===== src/rtl/pipe_pkg.sv =====
// Shared definitions for the elastic pipeline stage: FSM state encoding and
// the IF/ID payload width.
package pipe_pkg;

    typedef enum logic [1:0] {
        EMPTY = 2'b00,
        BUSY  = 2'b01,
        FULL  = 2'b10
    } state_t;

    localparam int IF_ID_W = 64;

endpackage


===== src/rtl/pipe_data_reg.sv =====
// Load-enable payload register with synchronous clear to FLUSH_VAL and
// asynchronous active-low reset to the same value.
module pipe_data_reg #(
    parameter int                 DATA_W    = 64,
    parameter logic [DATA_W-1:0]  FLUSH_VAL = '0
) (
    input  logic              clk,
    input  logic              rst,
    input  logic              clear,
    input  logic              load,
    input  logic [DATA_W-1:0] d,
    output logic [DATA_W-1:0] q
);

    // Clear wins over load so a squash never lets a same-cycle payload in.
    always_ff @(posedge clk or negedge rst) begin
        if (!rst) begin
            q <= FLUSH_VAL;
        end else if (clear) begin
            q <= FLUSH_VAL;
        end else if (load) begin
            q <= d;
        end
    end

endmodule


===== src/rtl/pipe_stage_elastic.sv =====
// Elastic valid/ready pipeline stage (EMPTY/BUSY/FULL). Define
// PIPE_STAGE_ELASTIC_SKID_EN for the skid-buffered variant with registered in_ready.
//
// Handshake: a transfer happens on a rising edge where valid and ready are both
// high; valid never depends on ready, and out_data holds while out_valid && !out_ready.
module pipe_stage_elastic
    import pipe_pkg::*;
#(
    parameter int                DATA_W    = IF_ID_W,
    parameter logic [DATA_W-1:0] FLUSH_VAL = '0
) (
    input  logic              clk,
    input  logic              rst,
    input  logic              flush,
    input  logic              in_valid,
    output logic              in_ready,
    input  logic [DATA_W-1:0] in_data,
    output logic              out_valid,
    input  logic              out_ready,
    output logic [DATA_W-1:0] out_data,
    output logic [1:0]        occupancy,
    output logic [1:0]        dbg_state
);

    state_t            state;
    state_t            state_nxt;
    logic              push;
    logic              pop;
    logic              main_load;
    logic [DATA_W-1:0] main_d;

    assign push      = in_valid && in_ready;
    assign pop       = out_valid && out_ready;
    assign out_valid = (state != EMPTY);
    assign occupancy = state;
    assign dbg_state = state;

    always_ff @(posedge clk or negedge rst) begin
        if (!rst) begin
            state <= EMPTY;
        end else begin
            state <= state_nxt;
        end
    end

    pipe_data_reg #(.DATA_W(DATA_W), .FLUSH_VAL(FLUSH_VAL)) u_main (
        .clk   (clk),
        .rst   (rst),
        .clear (flush),
        .load  (main_load),
        .d     (main_d),
        .q     (out_data)
    );

`ifdef PIPE_STAGE_ELASTIC_SKID_EN
    logic              skid_load;
    logic [DATA_W-1:0] skid_q;
    logic              in_ready_q;

    always_comb begin
        state_nxt = state;
        main_load = 1'b0;
        skid_load = 1'b0;
        main_d    = in_data;
        if (flush) begin
            state_nxt = EMPTY;
        end else begin
            unique case (state)
                EMPTY: if (push) begin
                    state_nxt = BUSY;
                    main_load = 1'b1;
                end
                BUSY: begin
                    if (push && pop) begin
                        main_load = 1'b1;
                    end else if (pop) begin
                        state_nxt = EMPTY;
                    end else if (push) begin
                        state_nxt = FULL;
                        skid_load = 1'b1;
                    end
                end
                FULL: if (pop) begin
                    state_nxt = BUSY;
                    main_load = 1'b1;
                    main_d    = skid_q;
                end
                default: state_nxt = EMPTY;
            endcase
        end
    end

    // Ready is decided a cycle ahead from the next state, so out_ready never
    // reaches in_ready combinationally; flush still masks it in its own cycle.
    always_ff @(posedge clk or negedge rst) begin
        if (!rst) begin
            in_ready_q <= 1'b0;
        end else begin
            in_ready_q <= (state_nxt != FULL);
        end
    end

    assign in_ready = in_ready_q && !flush;

    pipe_data_reg #(.DATA_W(DATA_W), .FLUSH_VAL(FLUSH_VAL)) u_skid (
        .clk   (clk),
        .rst   (rst),
        .clear (flush),
        .load  (skid_load),
        .d     (in_data),
        .q     (skid_q)
    );
`else
    // Without a skid slot the stage can only take a payload if it drains this cycle.
    assign in_ready = rst && !flush && (!out_valid || out_ready);

    always_comb begin
        state_nxt = state;
        main_load = 1'b0;
        main_d    = in_data;
        if (flush) begin
            state_nxt = EMPTY;
        end else begin
            unique case (state)
                EMPTY: if (push) begin
                    state_nxt = BUSY;
                    main_load = 1'b1;
                end
                BUSY: begin
                    if (push) begin
                        main_load = 1'b1;
                    end else if (pop) begin
                        state_nxt = EMPTY;
                    end
                end
                default: state_nxt = EMPTY;
            endcase
        end
    end
`endif

endmodule


===== config.mk =====
export PLATFORM = sky130hd
export DESIGN_NAME = pipe_stage_elastic
export DESIGN_NICKNAME = d
export VERILOG_FILES = /design/src/rtl/pipe_pkg.sv /design/src/rtl/pipe_data_reg.sv /design/src/rtl/pipe_stage_elastic.sv
export SDC_FILE = /design/constraint.sdc
export NUM_CORES = 1
export LEC_CHECK = 0
export CORE_MARGIN = 10
export CORE_UTILIZATION = 40
export DETAILED_ROUTE_END_ITERATION = 7
export PLACE_DENSITY = 0.86
export RECOVER_POWER = 25
export SLEW_MARGIN = 10
export SYNTH_ARGS = -nofsm -noshare
export SYNTH_HDL_FRONTEND = slang
export SYNTH_SLANG_ARGS = --single-unit

===== constraint.sdc =====
create_clock -name clk -period 2.38 [get_ports clk]
set_input_delay 0.476 -clock clk [delete_from_list [all_inputs] [get_ports clk]]
set_output_delay 0.476 -clock clk [all_outputs]
set_load 0.02 [all_outputs]

# After elaboration in Yosys (flattened, before gate mapping)
# Cells that the tools add are included.
totals:
  ff_bits: 66
  ramBits: 0
  mem_count: 0
  latch_bits: 0
  mem_bits_ro: 0
  input_bits: 69
op_classes:
  order_cmp: 0
  add_sub_neg: 0
  n_div: 0
  n_mul: 0
  muxes: 10
  eq_ne: 4
  n_bitwise: 0
  shifts: 0
  reduce_logical: 12
op_table:
  columns: ["op", "n"]
  rows:
  - ["2-to-1 mux 64 bit", 2]
  - ["inequality test 3 bit, second input constant", 3]
  - ["2-to-1 mux 2 bit", 4]
  - ["logical AND 1 bit", 4]
  - ["one-hot mux 2 bit (2 select lines)", 1]
  - ["nonzero test 2 bit", 2]
  - ["2-to-1 mux 1 bit", 3]
  - ["AND reduction 3 bit", 1]
  - ["== test 2 x 1 -> 1 bit, second input constant", 1]
  - ["zero test 1 bit", 2]
  - ["zero test 2 bit", 1]
  - ["OR reduction 2 bit", 1]
  - ["logical OR 1 bit", 1]

# Logic depth before layout (Yosys ltp)
logic_depth:
  word_depth: 10
  mapped_depth: 6

# Cells and area by module
# A second synthesis with hierarchy kept.
unflattened:
  cells_unflattened: 217
  hier_area_um2: 2711.4
modules_own_cells:
  columns: ["module", "seq_area_each_um2", "area_per_inst_um2", "cells_per_inst", "n_inst"]
  rows:
  - ["pipe_data_reg", 1601.5, 2611.3, 206, 1]
  - ["pipe_stage_elastic", 25.0, 100.1, 11, 1]

# Worst setup path after synthesis
# Ideal clock, no wire load.
synth_path:
  path_type: "input to register"
  start: "input out_ready"
  end: "register u_main.q[0]"
  path_buffers: 3
  path_slack_ns: 0.867
  setup_time_ns: 0.121
  cell_stages: 6
  arrival_ns: 1.392
  cell_sequence: "nand2b_4 > buf_6 > and4b_1 > buf_6 > buf_6 > a22o_1"
synth_between:
  elab_chain_cells: 7
synth_lines:
  columns: ["item", "line", "text"]
  rows:
  - ["from (decl)", "pipe_stage_elastic.sv:19", "input logic out_ready,"]
  - ["logical OR 1 bit", "pipe_stage_elastic.sv:115", "assign in_ready = rst && !flush && (!out_valid || out_ready);"]
  - ["logical AND 1 bit", "pipe_stage_elastic.sv:115", null]
  - ["logical AND 1 bit", "pipe_stage_elastic.sv:32", "assign push = in_valid && in_ready;"]
  - ["2-to-1 mux 1 bit", "pipe_stage_elastic.sv:125, pipe_stage_elastic.sv:130", null]
  - ["2-to-1 mux 1 bit", null, null]
  - ["2-to-1 mux 1 bit", "pipe_stage_elastic.sv:121", "if (flush) begin"]
  - ["nonzero test 2 bit (no source line)", null, null]
  - ["to (signal assigned)", "pipe_data_reg.sv:18", "q <= FLUSH_VAL;"]
  - ["to (signal assigned)", "pipe_data_reg.sv:20", "q <= FLUSH_VAL;"]
  - ["to (signal assigned)", "pipe_data_reg.sv:22", "q <= d;"]
  - ["to (decl)", "pipe_data_reg.sv:12", "output logic [DATA_W-1:0] q"]
# Every way passes these cells.
# A chain may end at the register's enable or synchronous reset.

# Worst setup path after layout
layout_path:
  start: "input out_ready"
  end: "output in_ready"
layout_between:
  elab_chain_cells: 2
layout_lines:
  columns: ["item", "line", "text"]
  rows:
  - ["logical OR 1 bit", "pipe_stage_elastic.sv:115", null]
  - ["logical AND 1 bit", "pipe_stage_elastic.sv:115", null]
  - ["to (decl)", "pipe_stage_elastic.sv:16", "output logic in_ready,"]
# Every way passes these cells.

==> flow_metrics.py <==
metrics = {
    "floorplan": {
        "start_util_pct": 41.6,
        "die_y_um": 98.7,
        "rows": 28,
        "ios": 139,
        "core_mm2": 0.00596,
        "die_w_um": 98.7,
        "floorplan.die_area_mm2": 0.00974,
    },
    "final_layout": {
        "multiInputGateArea_um2": 671,
        "antenna_cells": 0,
        "nFillCells": 441,
        "final_util_pct": 67.1,
        "nets": 368,
        "seq_area_mm2": 0.00163,
        "drive_above_1_share_pct": 7.57,
        "area_growth_pct": 61.4,
    },
    "timing": {
        "max_freq_mhz": 438,
        "fin_skew_ps": 5.81,
        "rsz0062_at_grt": "no",
        "setup_viol": 0,
        "post-route-min-period_ps": 2280,
        "tns_ps": 0,
        "slew_headroom_pct": 3.70,
        "slew_viol_final": 0,
        "max_slew.worst_pin.slew_ps": 1440,
        "fin_crit_sh_pct": 96.0,
        "hold_viol": 0,
    },
    "synthesis": {
        "ys_seq_area_share_pct": 65.7,
        "avgSynthCellArea_um2": 15.2,
        "ys_top_cells_by_count": "dfrtp_1 (65), a22o_1 (61), buf_6 (14)",
        "synth.area.top_cells": "dfrtp_1 (66%), a22o_1 (22%), buf_6 (6.4%)",
        "yosysMostFrequentCell": "dfrtp_1",
        "synth.largest_area_cell": "dfrtp_1",
        "synth-seq-cells": 65,
        "ys_warn_count": 0,
        "postSynthCellCount": 163,
        "ys_types": 16,
        "synth_top_area_share_pct": 65.7,
        "synth_area_mm2": 0.00248,
        "synth_ff_type": "dfrtp_1",
        "synth-edff-count": 0,
        "async_flop_share_pct": 100,
    },
    "route": {
        "wirelength_um": 7280,
        "drc": 0,
        "drtIter0Drc": 69,
        "antenna_left": 0,
        "num_vias": 1895,
        "via_per_inst": 5.00,
        "wl_per_cell_um": 19.2,
        "dr.pass1.iters": 4,
    },
    "critical_path": {
        "cp_cell_sequence": "clkdlybuf4s50_1, nand2b_4, nand2_1, nor2_1, clkdlybuf4s50_1",
        "critical-path-slowest-cell": "clkdlybuf4s50_1",
        "timing.critical_path.mode_cell": "clkdlybuf4s50_1",
        "startpoint_type": "primary input",
        "crit_type": "primary input to output pin",
        "path_max_fanout": 2,
        "cp.buffers_inverters": 2,
        "r2r_cells": 5,
        "crit_family": "buffers and inverters",
        "endpoint_kind": "output pin",
        "worstPathRequired_ps": 1900,
        "cp.depth": 5,
        "arrival_ps": 1810,
        "critical_path.max_stage_delay_ps": 610,
    },
    "clock_tree": {
        "post_cts_buffers": 0,
        "cts_buffer_depth": 2,
        "h-tree-depth": 3,
        "cts_root_buf": "clkbuf_8",
        "cts_tree": "built",
        "cts_resized": 0,
        "cts_buffers": 9,
        "clk_pin_slew_ps": 60,
        "clk_latency_ps": 310,
        "cts_num_sinks": 65,
    },
    "placement": {
        "hpwl_um": 5380,
        "globalplace.congestion": 0.749,
        "portBuffers": 136,
    },
    "worst_hold_path": {
        "min_path_cells": 1,
        "hold_class": "flop to flop",
    },
    "grt": {
        "grt_max_degree": 63,
        "grt_antenna_before_repair": 0,
        "grt_pass1_vias": 2050,
        "globalRouteOverflowTotal": 0,
        "grtUsageTotal_pct": 14.5,
        "grt_first_pass_wirelength_um": 11400,
    },
    "power_and_ir_drop": {
        "irDropWorstVdd_uv": 317,
        "power.leakage_nw": 1.77,
        "cellPowerDensity_mw_per_mm2": 607,
    },
    "outcome": {
        "status": "completed",
    },
    "flow_run": {
        "max-cap-violations": 0,
    },
}
registers in the layout, summed over array words and instances (netlist names):
name and count:
dbg_state 1, u_main.q 64
what timing repair did:
item,CTS,global route
endpoints found under the hold margin,3,0
hold buffers,1,0
setup endpoints to repair,0,0
placed cells by master (no fill, tap or decap):
cell type	count
and4b_2	1
dlygate4sd3_1	1
nand2b_4	1
buf_4	3
nand2_1	1
dfrtp_1	65
clkdlybuf4s50_1	135
a21oi_4	1
clkbuf_8	11
clkinv_2	3
clkbuf_2	1
o21ai_0	3
nor2_1	1
clkbuf_1	3
nand2b_1	3
a22o_1	61
buf_12	2
o21bai_1	1
conb_1	2
nand4b_1	3
and2_1	2
path summary, 6_finish.rpt:
check,start,to,slack (ps)
worst min-delay path,u_main.q[17],u_main.q[17],500
worst min register to register,u_main.q[17],u_main.q[17],500
min in group asynchronous,rst,u_main.q[49],680
worst max-delay path,out_ready,in_ready,100
worst max register to register,dbg_state[0],u_main.q[41],760
max in group asynchronous,rst,u_main.q[8],730
area by class of cell:
class | count | area share [%]
clock inverters | 3 | 0.376
flip-flops and latches | 65 | 40.7
multi-input cells | 80 | 16.8
clock buffers | 13 | 3.97
repair buffers | 143 | 35.8
well taps | 75 | 2.35
where the power goes:
group          switching [W]  total (W)  internal, W
sequential         0.0000308    0.00119      0.00116
combinational       0.000195   0.000440     0.000245
clock               0.000367   0.000798     0.000431
per-stage QoR:
step                power, W  hold WS [ps]  area, µm²  instances  setup slack (ps)
finish               0.00243           499       4000        379              95.2
global route         0.00254           513       4000        379              56.7
CTS                  0.00247           426       4000        379              97.9
detailed placement   0.00165           309       3820        362              96.2
global placement     0.00164           308       3820        362               118
floorplan            0.00139           180       2480        164               867
routing by layer:
metal	part of all wire [%]	up-vias	track usage, %
met5	0	-	0
met1	44	918	18.3
met3	9.0	4	6.42
met2	47	85	21.4
met4	0.81	0	5.51
li1	-	888	-
cell families after synthesis:
family,count (synthesis),synth area share [%]
other,1,0.151
buffers and inverters,19,7.78
AND/OR/NAND/NOR,12,3.59
AO/OA/AOI/OAI,66,22.8
flip-flops,65,65.7
Note: power is estimated with default switching activity, not from simulation.
